### config.mk
export PLATFORM = sky130hd
export DESIGN_NAME = countdown_timer_flat
export DESIGN_NICKNAME = d
export VERILOG_FILES = /design/src/rtl/countdown_timer_pkg.sv /design/src/rtl/countdown_timer_if.sv /design/src/rtl/countdown_timer_tick_prescaler.sv /design/src/rtl/countdown_timer.sv /design/src/flat_wrapper.sv
export SDC_FILE = /design/constraint.sdc
export NUM_CORES = 1
export LEC_CHECK = 0
export BUFFER_PORTS_ARGS = -buffer_cell sky130_fd_sc_hd__buf_2
export CAP_MARGIN = 20
export CORE_ASPECT_RATIO = 1.4
export CORE_MARGIN = 2
export CORE_UTILIZATION = 25
export CTS_BUF_LIST = sky130_fd_sc_hd__clkbuf_16
export CTS_CLUSTER_SIZE = 28
export DETAILED_ROUTE_END_ITERATION = 8
export SYNTH_ARGS = -nofsm -noshare
export SYNTH_HDL_FRONTEND = slang
export SYNTH_SLANG_ARGS = --single-unit
### constraint.sdc
create_clock -name clock -period 2 [get_ports clock]
set_input_delay 0.1 -clock clock [delete_from_list [all_inputs] [get_ports clock]]
set_output_delay 0.1 -clock clock [all_outputs]
set_load 0.01 [all_outputs]
### src/rtl/countdown_timer_pkg.sv
// countdown_pkg: shared types and helpers for the countdown timer slice.
//   state_t        - timer FSM states (IDLE/RUN/PAUSE/DONE)
//   presc_width()  - bit width of the tick prescaler counter for a given
//                    divide ratio ($clog2(div), minimum 1)
package countdown_pkg;

  typedef enum logic [1:0] {
    IDLE  = 2'd0,
    RUN   = 2'd1,
    PAUSE = 2'd2,
    DONE  = 2'd3
  } state_t;

  localparam int unsigned DEFAULT_WIDTH    = 6;
  localparam int unsigned DEFAULT_TICK_DIV = 100_000_000;

  function automatic int unsigned presc_width(input int unsigned div);
    return (div <= 2) ? 1 : $clog2(div);
  endfunction

endpackage

### src/rtl/countdown_timer_if.sv
// countdown_timer_if: command/status bundle between the button front-end,
// the countdown timer and the display driver.
//   seconds, start, pause, restart, clear, auto_reload : controller -> timer
//   countdown, running, done, expired                  : timer -> controller
// Modports: master (controller side), slave (timer side).
interface countdown_timer_if #(
  parameter int unsigned WIDTH = 6
);
  logic [WIDTH-1:0] seconds;
  logic             start;
  logic             pause;
  logic             restart;
  logic             clear;
  logic             auto_reload;
  logic [WIDTH-1:0] countdown;
  logic             running;
  logic             done;
  logic             expired;

  modport master (
    output seconds, start, pause, restart, clear, auto_reload,
    input  countdown, running, done, expired
  );

  modport slave (
    input  seconds, start, pause, restart, clear, auto_reload,
    output countdown, running, done, expired
  );
endinterface

### src/rtl/countdown_timer_tick_prescaler.sv
// tick_prescaler: divides the system clock into count ticks.
//   clock - system clock
//   reset - synchronous active-high reset (count -> 0)
//   en    - advance the count this cycle; the count holds when low
//   clr   - synchronous clear of the count (wins over en)
//   tick  - high on the enabled cycle where the count is DIV-1; the count
//           wraps to 0 on that same edge
module tick_prescaler
  import countdown_pkg::*;
#(
  parameter int unsigned DIV = 4
) (
  input  logic clock,
  input  logic reset,
  input  logic en,
  input  logic clr,
  output logic tick
);

  localparam int unsigned    PW   = presc_width(DIV);
  localparam logic [PW-1:0]  LAST = PW'(DIV - 1);

  logic [PW-1:0] count;

  assign tick = en && (count == LAST);

  always_ff @(posedge clock) begin
    if (reset || clr) begin
      count <= '0;
    end else if (en) begin
      count <= tick ? '0 : count + 1'b1;
    end
  end

endmodule

### src/rtl/countdown_timer.sv
// countdown_timer: loadable down-counter with pause/resume/restart/clear and
// optional periodic auto-reload, ticking every TICK_DIV system clocks.
//   clock - system clock (rising edge)
//   reset - synchronous active-high reset
//   bus   - countdown_timer_if.slave: seconds/start/pause/restart/clear/
//           auto_reload in; countdown/running/done/expired out (registered)
module countdown_timer
  import countdown_pkg::*;
#(
  parameter int unsigned WIDTH    = DEFAULT_WIDTH,
  parameter int unsigned TICK_DIV = DEFAULT_TICK_DIV
) (
  input  logic               clock,
  input  logic               reset,
  countdown_timer_if.slave   bus
);

  state_t           state, state_nxt;
  logic [WIDTH-1:0] count, count_nxt;
  logic             running_q, done_q, expired_q;
  logic             done_nxt;
  logic             presc_en, presc_clr, tick;
  logic             seconds_nz;

  assign seconds_nz = (bus.seconds != '0);

  // Commands are resolved in priority order; the prescaler only advances on
  // a RUN cycle where no command overrides counting, so a sampled pause
  // freezes it without a final increment.
  always_comb begin
    state_nxt = state;
    count_nxt = count;
    done_nxt  = 1'b0;
    presc_en  = 1'b0;
    presc_clr = 1'b0;
    if (bus.clear) begin
      state_nxt = IDLE;
      count_nxt = '0;
      presc_clr = 1'b1;
    end else if (bus.restart) begin
      presc_clr = 1'b1;
      if (seconds_nz) begin
        state_nxt = PAUSE;
        count_nxt = bus.seconds;
      end else begin
        state_nxt = IDLE;
        count_nxt = '0;
      end
    end else if (bus.pause) begin
      if (state == RUN) state_nxt = PAUSE;
    end else if (bus.start && state != RUN) begin
      if (state == PAUSE) begin
        state_nxt = RUN;
      end else if (seconds_nz) begin
        state_nxt = RUN;
        count_nxt = bus.seconds;
        presc_clr = 1'b1;
      end
    end else if (state == RUN) begin
      presc_en = 1'b1;
      if (tick) begin
        if (count > WIDTH'(1)) begin
          count_nxt = count - 1'b1;
        end else begin
          done_nxt = 1'b1;
          if (bus.auto_reload && seconds_nz) begin
            count_nxt = bus.seconds;
          end else begin
            count_nxt = '0;
            state_nxt = DONE;
          end
        end
      end
    end
  end

  always_ff @(posedge clock) begin
    if (reset) begin
      state     <= IDLE;
      count     <= '0;
      running_q <= 1'b0;
      done_q    <= 1'b0;
      expired_q <= 1'b0;
    end else begin
      state     <= state_nxt;
      count     <= count_nxt;
      running_q <= (state_nxt == RUN);
      done_q    <= done_nxt;
      expired_q <= (state_nxt == DONE);
    end
  end

  tick_prescaler #(
    .DIV (TICK_DIV)
  ) u_prescaler (
    .clock (clock),
    .reset (reset),
    .en    (presc_en),
    .clr   (presc_clr),
    .tick  (tick)
  );

  assign bus.countdown = count;
  assign bus.running   = running_q;
  assign bus.done      = done_q;
  assign bus.expired   = expired_q;

endmodule

### src/flat_wrapper.sv
// flat-port wrapper written by rule: the top's interface ports become plain ports
module countdown_timer_flat import countdown_pkg::*;
#(
  parameter int unsigned WIDTH    = DEFAULT_WIDTH,
  parameter int unsigned TICK_DIV = DEFAULT_TICK_DIV
)
  (clock, reset, bus_seconds, bus_start, bus_pause, bus_restart, bus_clear, bus_auto_reload, bus_countdown, bus_running, bus_done, bus_expired);
  countdown_timer_if #(.WIDTH(WIDTH)) bus_i ();
  input  logic clock;
  input  logic reset;
  input wire logic [$bits(bus_i.seconds)-1:0] bus_seconds;
  input wire logic [$bits(bus_i.start)-1:0] bus_start;
  input wire logic [$bits(bus_i.pause)-1:0] bus_pause;
  input wire logic [$bits(bus_i.restart)-1:0] bus_restart;
  input wire logic [$bits(bus_i.clear)-1:0] bus_clear;
  input wire logic [$bits(bus_i.auto_reload)-1:0] bus_auto_reload;
  output wire logic [$bits(bus_i.countdown)-1:0] bus_countdown;
  output wire logic [$bits(bus_i.running)-1:0] bus_running;
  output wire logic [$bits(bus_i.done)-1:0] bus_done;
  output wire logic [$bits(bus_i.expired)-1:0] bus_expired;
  assign bus_i.seconds = bus_seconds;
  assign bus_i.start = bus_start;
  assign bus_i.pause = bus_pause;
  assign bus_i.restart = bus_restart;
  assign bus_i.clear = bus_clear;
  assign bus_i.auto_reload = bus_auto_reload;
  assign bus_countdown = bus_i.countdown;
  assign bus_running = bus_i.running;
  assign bus_done = bus_i.done;
  assign bus_expired = bus_i.expired;
  countdown_timer #(.WIDTH(WIDTH), .TICK_DIV(TICK_DIV)) u_core (.clock(clock), .reset(reset), .bus(bus_i));
endmodule
==> results of run 1 <==
==> cell type report <==
cell class,instances,area [sq um]
clock buffer,5,125
tap,102,128
clock inverter,3,12.5
multi-input combinational,185,1260
fill,864,5390
timing repair buffer,49,315
sequential,38,778
inverter,10,37.5
==> kinds of logic after synthesis <==
kind of cell,after synthesis,synth area share
xor gates and xnor gates,22,0.0941
AOI/OAI and AO/OA,49,0.164
adders and majority gates,3,0.0183
and+or+nand+nor,111,0.306
DFF,38,0.371
buffers and inverters,17,0.0464
==> worst reg2reg max path, cell delays in order (launching register included) <==
cell and delay (ps):
dfxtp_4 360, nand3_4 80, or4b_4 500, or4_4 530
o2bb2ai_2 160, a32o_1 240
==> through the flow <==
stage,area [sq um],setup TNS (ps),total power [uW],utilization
2_1_floorplan,2080,0,891,-
3_3_place_gp,2440,0,954,0.303
3_5_place_dp,2440,0,954,0.303
4_1_cts,2580,0,1700,0.320
5_1_grt,2660,-41.6,1750,0.330
6_report,2660,0,1690,0.330
==> Yosys cell counts (2+ instances only) <==
library cell | instances | area [sq um]
o21a_1 | 2 | 15.0
buf_4 | 2 | 15.0
o21ai_0 | 8 | 40.0
ha_1 | 3 | 37.5
nand2_1 | 20 | 75.1
inv_1 | 10 | 37.5
nand3_1 | 8 | 40.0
a21oi_1 | 13 | 65.1
and4_1 | 3 | 26.3
xnor2_1 | 9 | 78.8
and2b_2 | 2 | 17.5
xor2_1 | 13 | 114
nand4_1 | 6 | 37.5
nor3_1 | 9 | 45.0
nor2_1 | 27 | 101
buf_6 | 3 | 33.8
or4_1 | 3 | 22.5
and3_1 | 6 | 37.5
or3_1 | 6 | 37.5
o2bb2ai_1 | 2 | 17.5
nand2b_1 | 3 | 18.8
o31ai_1 | 5 | 37.5
a21o_1 | 2 | 15.0
dfxtp_1 | 38 | 761
a22oi_1 | 4 | 30.0
nor4_1 | 5 | 31.3
a32o_1 | 3 | 30.0
a21boi_0 | 2 | 15.0
and2_1 | 3 | 18.8
==> power by group <==
group / total, uW / switching [uW] / leakage (uW) / internal, uW
clock: 749 / 298 / 0.0000724 / 451
combinational: 169 / 92.2 / 0.000609 / 76.7
sequential: 772 / 9.41 / 0.000313 / 762
==> repair_timing <==
item / in CTS / in global routing
gates resized for setup: 0 / 12
setup endpoints to repair: 0 / 29
setup buffers: 0 / 3
hold buffers: 0 / 0
==> path summary, 6_finish.rpt <==
| kind | start | endpoint | slack (ps) |
|---|---|---|---|
| max | u_core.u_prescaler.count[16]$_SDFFE_PP0P_ | u_core.bus.countdown[2]$_SDFFE_PP0P_ | 20 |
| min | reset | u_core.state[1]$_SDFF_PP0_ | 20 |
| max reg2reg | u_core.u_prescaler.count[16]$_SDFFE_PP0P_ | u_core.bus.countdown[2]$_SDFFE_PP0P_ | 20 |
| min reg2reg | u_core.u_prescaler.count[1]$_SDFFE_PP0P_ | u_core.u_prescaler.count[1]$_SDFFE_PP0P_ | 490 |
==> sequential cells by signal (all words and copies together), names as in the netlist <==
| signal | flops |
|---|---|
| u_core.bus.expired | 1 |
| u_core.bus.running | 1 |
| u_core.bus.done | 1 |
| u_core.state | 2 |
| u_core.u_prescaler.count | 27 |
| u_core.bus.countdown | 6 |
==> cell usage in the layout, fill, tap and decap left out, types with 3 or more instances in the layout <==
cell / n
buf_4: 28
dfxtp_1: 28
nor2_1: 27
buf_2: 21
nand2_1: 20
a21oi_1: 13
xor2_1: 13
inv_1: 11
nor3_1: 9
xnor2_1: 9
nand3_1: 8
o21ai_0: 8
dfxtp_2: 8
and3_1: 6
nand4_1: 6
or3_1: 6
o31ai_1: 5
clkbuf_16: 5
a22oi_1: 4
nor4_1: 3
nand2b_1: 3
and4_1: 3
and2_1: 3
a32o_1: 3
==> metal layers <==
metal  wire [um]  vias up
li1            -      960
met1        2110      901
met2        2760       24
met3         136        5
met4          44        0
met5           0        -
==> results.cfg, run 1 <==
[run_status]
status = finished clean

[pwr]
peakVddDrop_mv = 0.340
power_density_nw_per_um2 = 635
power_leakage_uw = 0.000994

[min_path]
min_path_cells = 2
hold_path_class = in -> reg

[cts]
clock_path_buffers = 2
clkLatencyLatePin_ps = 270
cts_made_buffers = 5
cts-root-buf = clkbuf_16
clkTransAtPathRegs_ps = 60
ctsHtreeMaxLevel = 2
cts_sinks = 38
cts_tree = built

[sta]
setup_viol = 0
final_max_slew_viol_count = 0
finalHoldViolCount = 0
rsz0062_at_grt = yes
finalClockSkew_ps = 5.08
period_share = 0.988
finalWorstSetupSlack_ps = 23.1
min_period_ps = 1980
hold_slack_ps = 19.7
slew_headroom = 0.675
fmax_ghz = 0.506
tightest_slew_ps = 487

[floorplan]
core_area_sq_um = 8050
die_y_um = 111
rows = 39
die_area_sq_um = 8940
die_width_um = 80.5
initial_utilization = 0.254
io_pins = 22

[synth]
syn_inst = 240
synth_cell_type_count = 49
yosysSeqAreaShare = 0.371
synth_area_sq_um = 2050
synthesis.nets = 256
syn_avg_cell_area_sq_um = 8.53
yosys_warnings = 0
async_flop_share = 0
synth_edf_count = 0
ys_ff_latch = 38
synth-main-ff-cell = dfxtp_1

[drt]
routed_wl_mm = 5.05
wire_per_inst_um = 12.9
ant_nets = 0
firstDrtPassIters = 4
drtIter0Drc = 95
avgViaCountPerCell = 4.82
drc = 0
vias = 1890

[critical_path]
slowest_stage = or4_4
critical_path_class = reg -> reg
end_kind = flip-flop
critPathMaxStageDelay_ps = 530
cp.arrival_ps = 2150
crit_chain = nand3_4 > or4b_4 > or4_4 > o2bb2ai_2 > a32o_1
worstPathMaxFanout = 7
path_delay_family = simple AND/OR/NAND/NOR gates
path_depth = 5
critPathLaunchType = flip-flop
worst-path-buf-inv = 0
reg2reg_depth = 5
crit_required_ps = 2170

[cells_and_area]
nets = 305
layoutNonFillerInstCount = 392
drive_gt1_frac = 0.290
diodes = 0
area_delta_synth_final_pct = 29.9

[grt]
grt_remaining_overflow = 0
grt_usage = 0.117
antenna_found_initial = 0
met3_usage = 0.0236
use_met2 = 0.208
grt_use_met1 = 0.138
busiest_layer = met2
grt_pass1_vias = 1855
grt_pass1_wl_mm = 8.45
grt_max_degree = 26

[place]
dp.cells = 381
place_congestion = 0.826
dp.final_hpwl_mm = 3.76
pre_cts_slack_ps = 26.4
numPortBuffers = 21

[job]
cap_violations = 0
Power figures use the tool's default switching activity.
==> run 2, diff against run 1 <==
Settings changed: BUFFER_PORTS_ARGS -buffer_cell sky130_fd_sc_hd__buf_2 to default, CORE_UTILIZATION 25 to 30, DONT_BUFFER_PORTS from default to 1.
==> run 2 against run 1 <==
Via count shrank 3.8%. Global-route usage grew 2.3 points. Setup slack worse by 22 ps. Count of clock-buffer cells in the layout stayed put. Design area is 2.0% lower. Core utilization up 6.4 points. Clock power is 38% higher. Fmax decreased by 1.1%. Highest routed layer unchanged.
==> results.cfg, run 2 (synthesis results as in run 1) <==
[floorplan]
rows = 35
die_area_sq_um = 7510
die_width_um = 73.8
io_pins = 22
die_y_um = 102
initial_utilization = 0.310
core_area_sq_um = 6610

[critical_path]
crit_required_ps = 2170
critical_path_class = reg -> reg
reg2reg_from = u_core.u_prescaler.count[16]$_SDFFE_PP0P_
rr_endpoint = u_core.bus.countdown[2]$_SDFFE_PP0P_
worstPathMaxFanout = 7
critPathLaunchType = flip-flop
reg2reg_depth = 5
r2r_slack_ps = 1
cp.arrival_ps = 2170
end_kind = flip-flop

[cells_and_area]
layout_commonest_cell = dfxtp_1
diodes = 0
top_register = u_core.u_prescaler.count
final_cell_mix = 30 x dfxtp_1, 29 x buf_4, 27 x nor2_1
nFillCells = 675
largest_register_ffs = 27
multiInputGateArea_sq_um = 1250
nets = 287
final_area_sq_um = 2610
drive_gt1_frac = 0.232
seq_area_sq_um = 771
area_delta_synth_final_pct = 27.3
layoutNonFillerInstCount = 364

[place]
dp.cells = 354
place_congestion = 0.760
numPortBuffers = 0
placed_cell_area_sq_um = 2350
dp.final_hpwl_mm = 3.58

[sta]
tightest_slew_ps = 546
setup_viol = 0
finalClockSkew_ps = 7.61
finalHoldViolCount = 0
fmax_ghz = 0.500
rsz0062_at_grt = yes
min_period_ps = 2000
final_max_slew_viol_count = 0
period_share = 0.999
slew_headroom = 0.636

[grt]
grt_pass1_wl_mm = 8.22
grt_max_degree = 26
grt_pass1_vias = 1872
grt_remaining_overflow = 0
antenna_found_initial = 0
grt_usage = 0.140

[cts]
cts_made_buffers = 5
clock_path_buffers = 2
cts-root-buf = clkbuf_16
ctsHtreeMaxLevel = 2
cts_sinks = 38
clkTransAtPathRegs_ps = 60
clkLatencyLatePin_ps = 280
cts_tree = built

[drt]
vias = 1818
avgViaCountPerCell = 4.99
wire_per_inst_um = 13.3
drc = 0
ant_nets = 0
routed_wl_mm = 4.84
drtIter0Drc = 76
firstDrtPassIters = 4

[min_path]
hold_start = reset
min_path_cells = 3
hold_path_class = in -> reg
hold_end = u_core.bus.countdown[5]$_SDFFE_PP0P_

[pwr]
peakVddDrop_mv = 0.379
power_leakage_uw = 0.000932
power_density_nw_per_um2 = 748

[run_status]
status = finished clean

[job]
cap_violations = 0
==> run 2: changes by cell type in the layout (fill, tap and decap cells not counted), sizes merged <==
cell and delta:
buf -20, bufinv +2, dlygate4sd3 +2, clkinv -1, inv -1
==> run 2: routing by layer <==
metal	GRT usage	routed length, um	vias to the layer above
li1	-	-	926
met1	0.143	1910	852
met2	0.263	2660	31
met3	0.0318	174	9
met4	0.0629	98	0
met5	0	0	-
==> run 2: timing repair <==
item | CTS | global route
endpoints found under the hold margin | 1 | 1
pin swaps | 0 | 1
endpoints found under the setup margin | 1 | 30
gates resized for setup | 1 | 6
hold buffers | 1 | 1
setup buffers | 0 | 1
==> run 2: metrics by stage <==
step | setup slack, ps | utilization | power, uW | TNS (ps) | hold WS [ps]
floorplan | 15.4 | - | 891 | 0 | 178
global placement | -72.0 | 0.356 | 925 | -72.0 | 185
detailed placement | -72.8 | 0.356 | 926 | -72.8 | 182
CTS | 12.0 | 0.388 | 1970 | 0 | 8.46
global route | -55.7 | 0.394 | 2030 | -146 | 49.0
finish | 1.35 | 0.394 | 1950 | 0 | 11.1
==> run 2: worst max-delay path by stage <==
stage	start	endpoint	slack, ps	cells past startpoint
final	u_core.u_prescaler.count[16]$_SDFFE_PP0P_	u_core.bus.countdown[2]$_SDFFE_PP0P_	1	5
after global routing	u_core.u_prescaler.count[1]$_SDFFE_PP0P_	u_core.bus.running$_SDFF_PP0_	-60	7
after CTS	u_core.u_prescaler.count[0]$_SDFFE_PP0P_	u_core.u_prescaler.count[26]$_SDFFE_PP0P_	10	6
after detailed placement	u_core.u_prescaler.count[16]$_SDFFE_PP0P_	u_core.bus.done$_SDFF_PP0_	-70	5
after global placement	u_core.u_prescaler.count[16]$_SDFFE_PP0P_	u_core.bus.done$_SDFF_PP0_	-70	5
after floorplan	u_core.u_prescaler.count[4]$_SDFFE_PP0P_	u_core.u_prescaler.count[26]$_SDFFE_PP0P_	20	7
==> run 2: cell type report <==
type | instances | area share
Clock buffer | 5 | 0.0480
Inverter | 10 | 0.0144
Tap cell | 92 | 0.0441
Sequential cell | 38 | 0.296
Timing Repair Buffer | 31 | 0.0912
Clock inverter | 3 | 0.0264
Multi-Input combinational cell | 185 | 0.480
==> run 2: where the power goes <==
group          internal (uW)  leakage [uW]  switching (uW)
Combinational           67.2      0.000527            81.3
Clock                    716     0.0000940             314
Sequential               765      0.000311            7.75
Total                   1550      0.000932             403
==> run 2: critical path, cell delays in order, from the launching register on <==
cell	delay (ps)
dfxtp_2	340
nand3_2	100
or4b_4	500
or4_4	530
o2bb2ai_2	160
a32o_1	240
==> run 3, diff against run 2 <==
Settings changed: ABC_CLOCK_PERIOD_IN_PS from default to 2000, SETUP_SLACK_MARGIN from default to 0.05.
==> run 3 against run 2 <==
Critical path depth unchanged. Fmax about the same. Clock power about the same. Combinational power hardly changed. Count of clock-buffer cells in the layout did not move. Wire length increased by 0.29%. Sequential power about the same. Setup slack got worse by 1.1 ps. Non-clock buffer count increased by 1. Core utilization rose by 0.32 points. Critical endpoint unchanged. Largest cell class unchanged. Largest power group unchanged.
==> results.cfg, run 3 (synthesis results as in run 1) <==
[run_status]
status = finished clean

[drt]
vias = 1825
drc = 0
ant_nets = 0
firstDrtPassIters = 4
routed_wl_mm = 4.86
avgViaCountPerCell = 5.00
drtIter0Drc = 68
wire_per_inst_um = 13.3

[pwr]
swShare = 0.207
power_frac_seq = 0.395
power_uw = 1950
power_frac_comb = 0.076
p_int_uw = 1550
clock_power_share = 0.529
power_switching_uw = 404
power_density_nw_per_um2 = 742
power_leakage_uw = 0.000938
peakVddDrop_mv = 0.375

[cells_and_area]
layout_commonest_cell = buf_4
nets = 288
area_delta_synth_final_pct = 28.3
largest_register_ffs = 27
top_register = u_core.u_prescaler.count
utilization = 0.398
nFillCells = 675
diodes = 0
drive_gt1_frac = 0.249
final_cell_mix = 30 x buf_4, 29 x dfxtp_1, 26 x nor2_1

[cts]
ctsHtreeMaxLevel = 2
cts_made_buffers = 5
cts_sinks = 38
clock_path_buffers = 2
clkLatencyLatePin_ps = 280
cts_tree = built
clkTransAtPathRegs_ps = 60
cts-root-buf = clkbuf_16

[sta]
rsz0062_at_grt = yes
final_max_slew_viol_count = 0
fmax_ghz = 0.500
min_period_ps = 2000
hold_slack_ps = 11.1
period_share = 1.00
slew_headroom = 0.632
setup_viol = 0
tightest_slew_ps = 552
finalClockSkew_ps = 6.24
finalHoldViolCount = 0

[job]
cap_violations = 0

[floorplan]
io_pins = 22
initial_utilization = 0.310
core_area_sq_um = 6610
rows = 35
die_y_um = 102
die_width_um = 73.8
die_area_sq_um = 7510

[place]
dp.final_hpwl_mm = 3.58
place_congestion = 0.760
numPortBuffers = 0

[grt]
antenna_found_initial = 0
grt_pass1_wl_mm = 8.22
grt_max_degree = 26
grt_usage = 0.140
grt_remaining_overflow = 0
grt_pass1_vias = 1870

[critical_path]
rr_endpoint = u_core.bus.countdown[2]$_SDFFE_PP0P_
critical_path_class = reg -> reg
r2r_slack_ps = 0.3
end_kind = flip-flop
worstPathMaxFanout = 7
reg2reg_from = u_core.u_prescaler.count[16]$_SDFFE_PP0P_
startpoint = u_core.u_prescaler.count[16]$_SDFFE_PP0P_
critPathLaunchType = flip-flop
cp.arrival_ps = 2170
crit_required_ps = 2170
reg2reg_depth = 5

[min_path]
hold_path_class = in -> reg
hold_end = u_core.bus.countdown[5]$_SDFFE_PP0P_
min_path_cells = 3
hold_start = reset
-- run 3: cell count changes in the layout (fill, tap and decap cells not counted), sizes merged --
cell / before / now
buf: 29 / 30
-- run 3: cell type report --
cell class / count / area, sq um / area share
sequential: 38 / 777 / 0.296
clock buffer: 5 / 125 / 0.0476
inverter: 10 / 37.5 / 0.0143
clock inverter: 3 / 68.8 / 0.0262
multi-input combinational: 185 / 1260 / 0.479
timing repair buffer: 32 / 245 / 0.0933
tap: 92 / 115 / 0.0438
-- run 3: per-layer routing --
layer / routed length, um / track usage
met3: 173 / 0.0318
met4: 133 / 0.0629
met2: 2640 / 0.263
met1: 1910 / 0.143
met5: 0 / 0
-- run 3: through the flow --
stage,std cells,cell area (sq um),setup TNS (ps),setup slack (ps)
2_1_floorplan,240,2080,0,15.4
3_3_place_gp,354,2350,-72.0,-72.0
3_5_place_dp,354,2350,-72.8,-72.8
4_1_cts,363,2570,0,15.5
5_1_grt,365,2630,-109,-49.4
6_report,365,2630,0,0.267
-- run 3: power groups by stage --
stage / logic (uW) / registers (uW) / clock network, uW
after CTS: 140 / 772 / 1060
after detailed placement: 137 / 789 / 0
after global placement: 136 / 789 / 0
after floorplan: 97.3 / 794 / 0
after global routing: 166 / 770 / 1090
final: 149 / 770 / 1030
-- run 3: critical path, cell delays in order (launching register included) --
cell and delay, ps:
dfxtp_2 340, nand3_2 100, or4b_4 500, or4_4 530, o2bb2ai_2 160, a32o_1 240
-- run 3: worst max path at each step --
stage               cells past startpoint                                   endpoint  slack, ps
finish                                  5       u_core.bus.countdown[2]$_SDFFE_PP0P_        0.3
global route                            5       u_core.bus.countdown[2]$_SDFFE_PP0P_        -50
CTS                                     5                 u_core.bus.done$_SDFF_PP0_         20
detailed placement                      5                 u_core.bus.done$_SDFF_PP0_        -70
global placement                        5                 u_core.bus.done$_SDFF_PP0_        -70
floorplan                               7  u_core.u_prescaler.count[26]$_SDFFE_PP0P_         20
-- run 3: what timing repair did --
action                                  in CTS  in global routing
hold endpoints to repair                     1                  1
resized for setup                            2                 11
hold buffers                                 1                  1
endpoints found under the setup margin      12                 35
setup buffers                                0                  1
pin swaps                                    0                  3
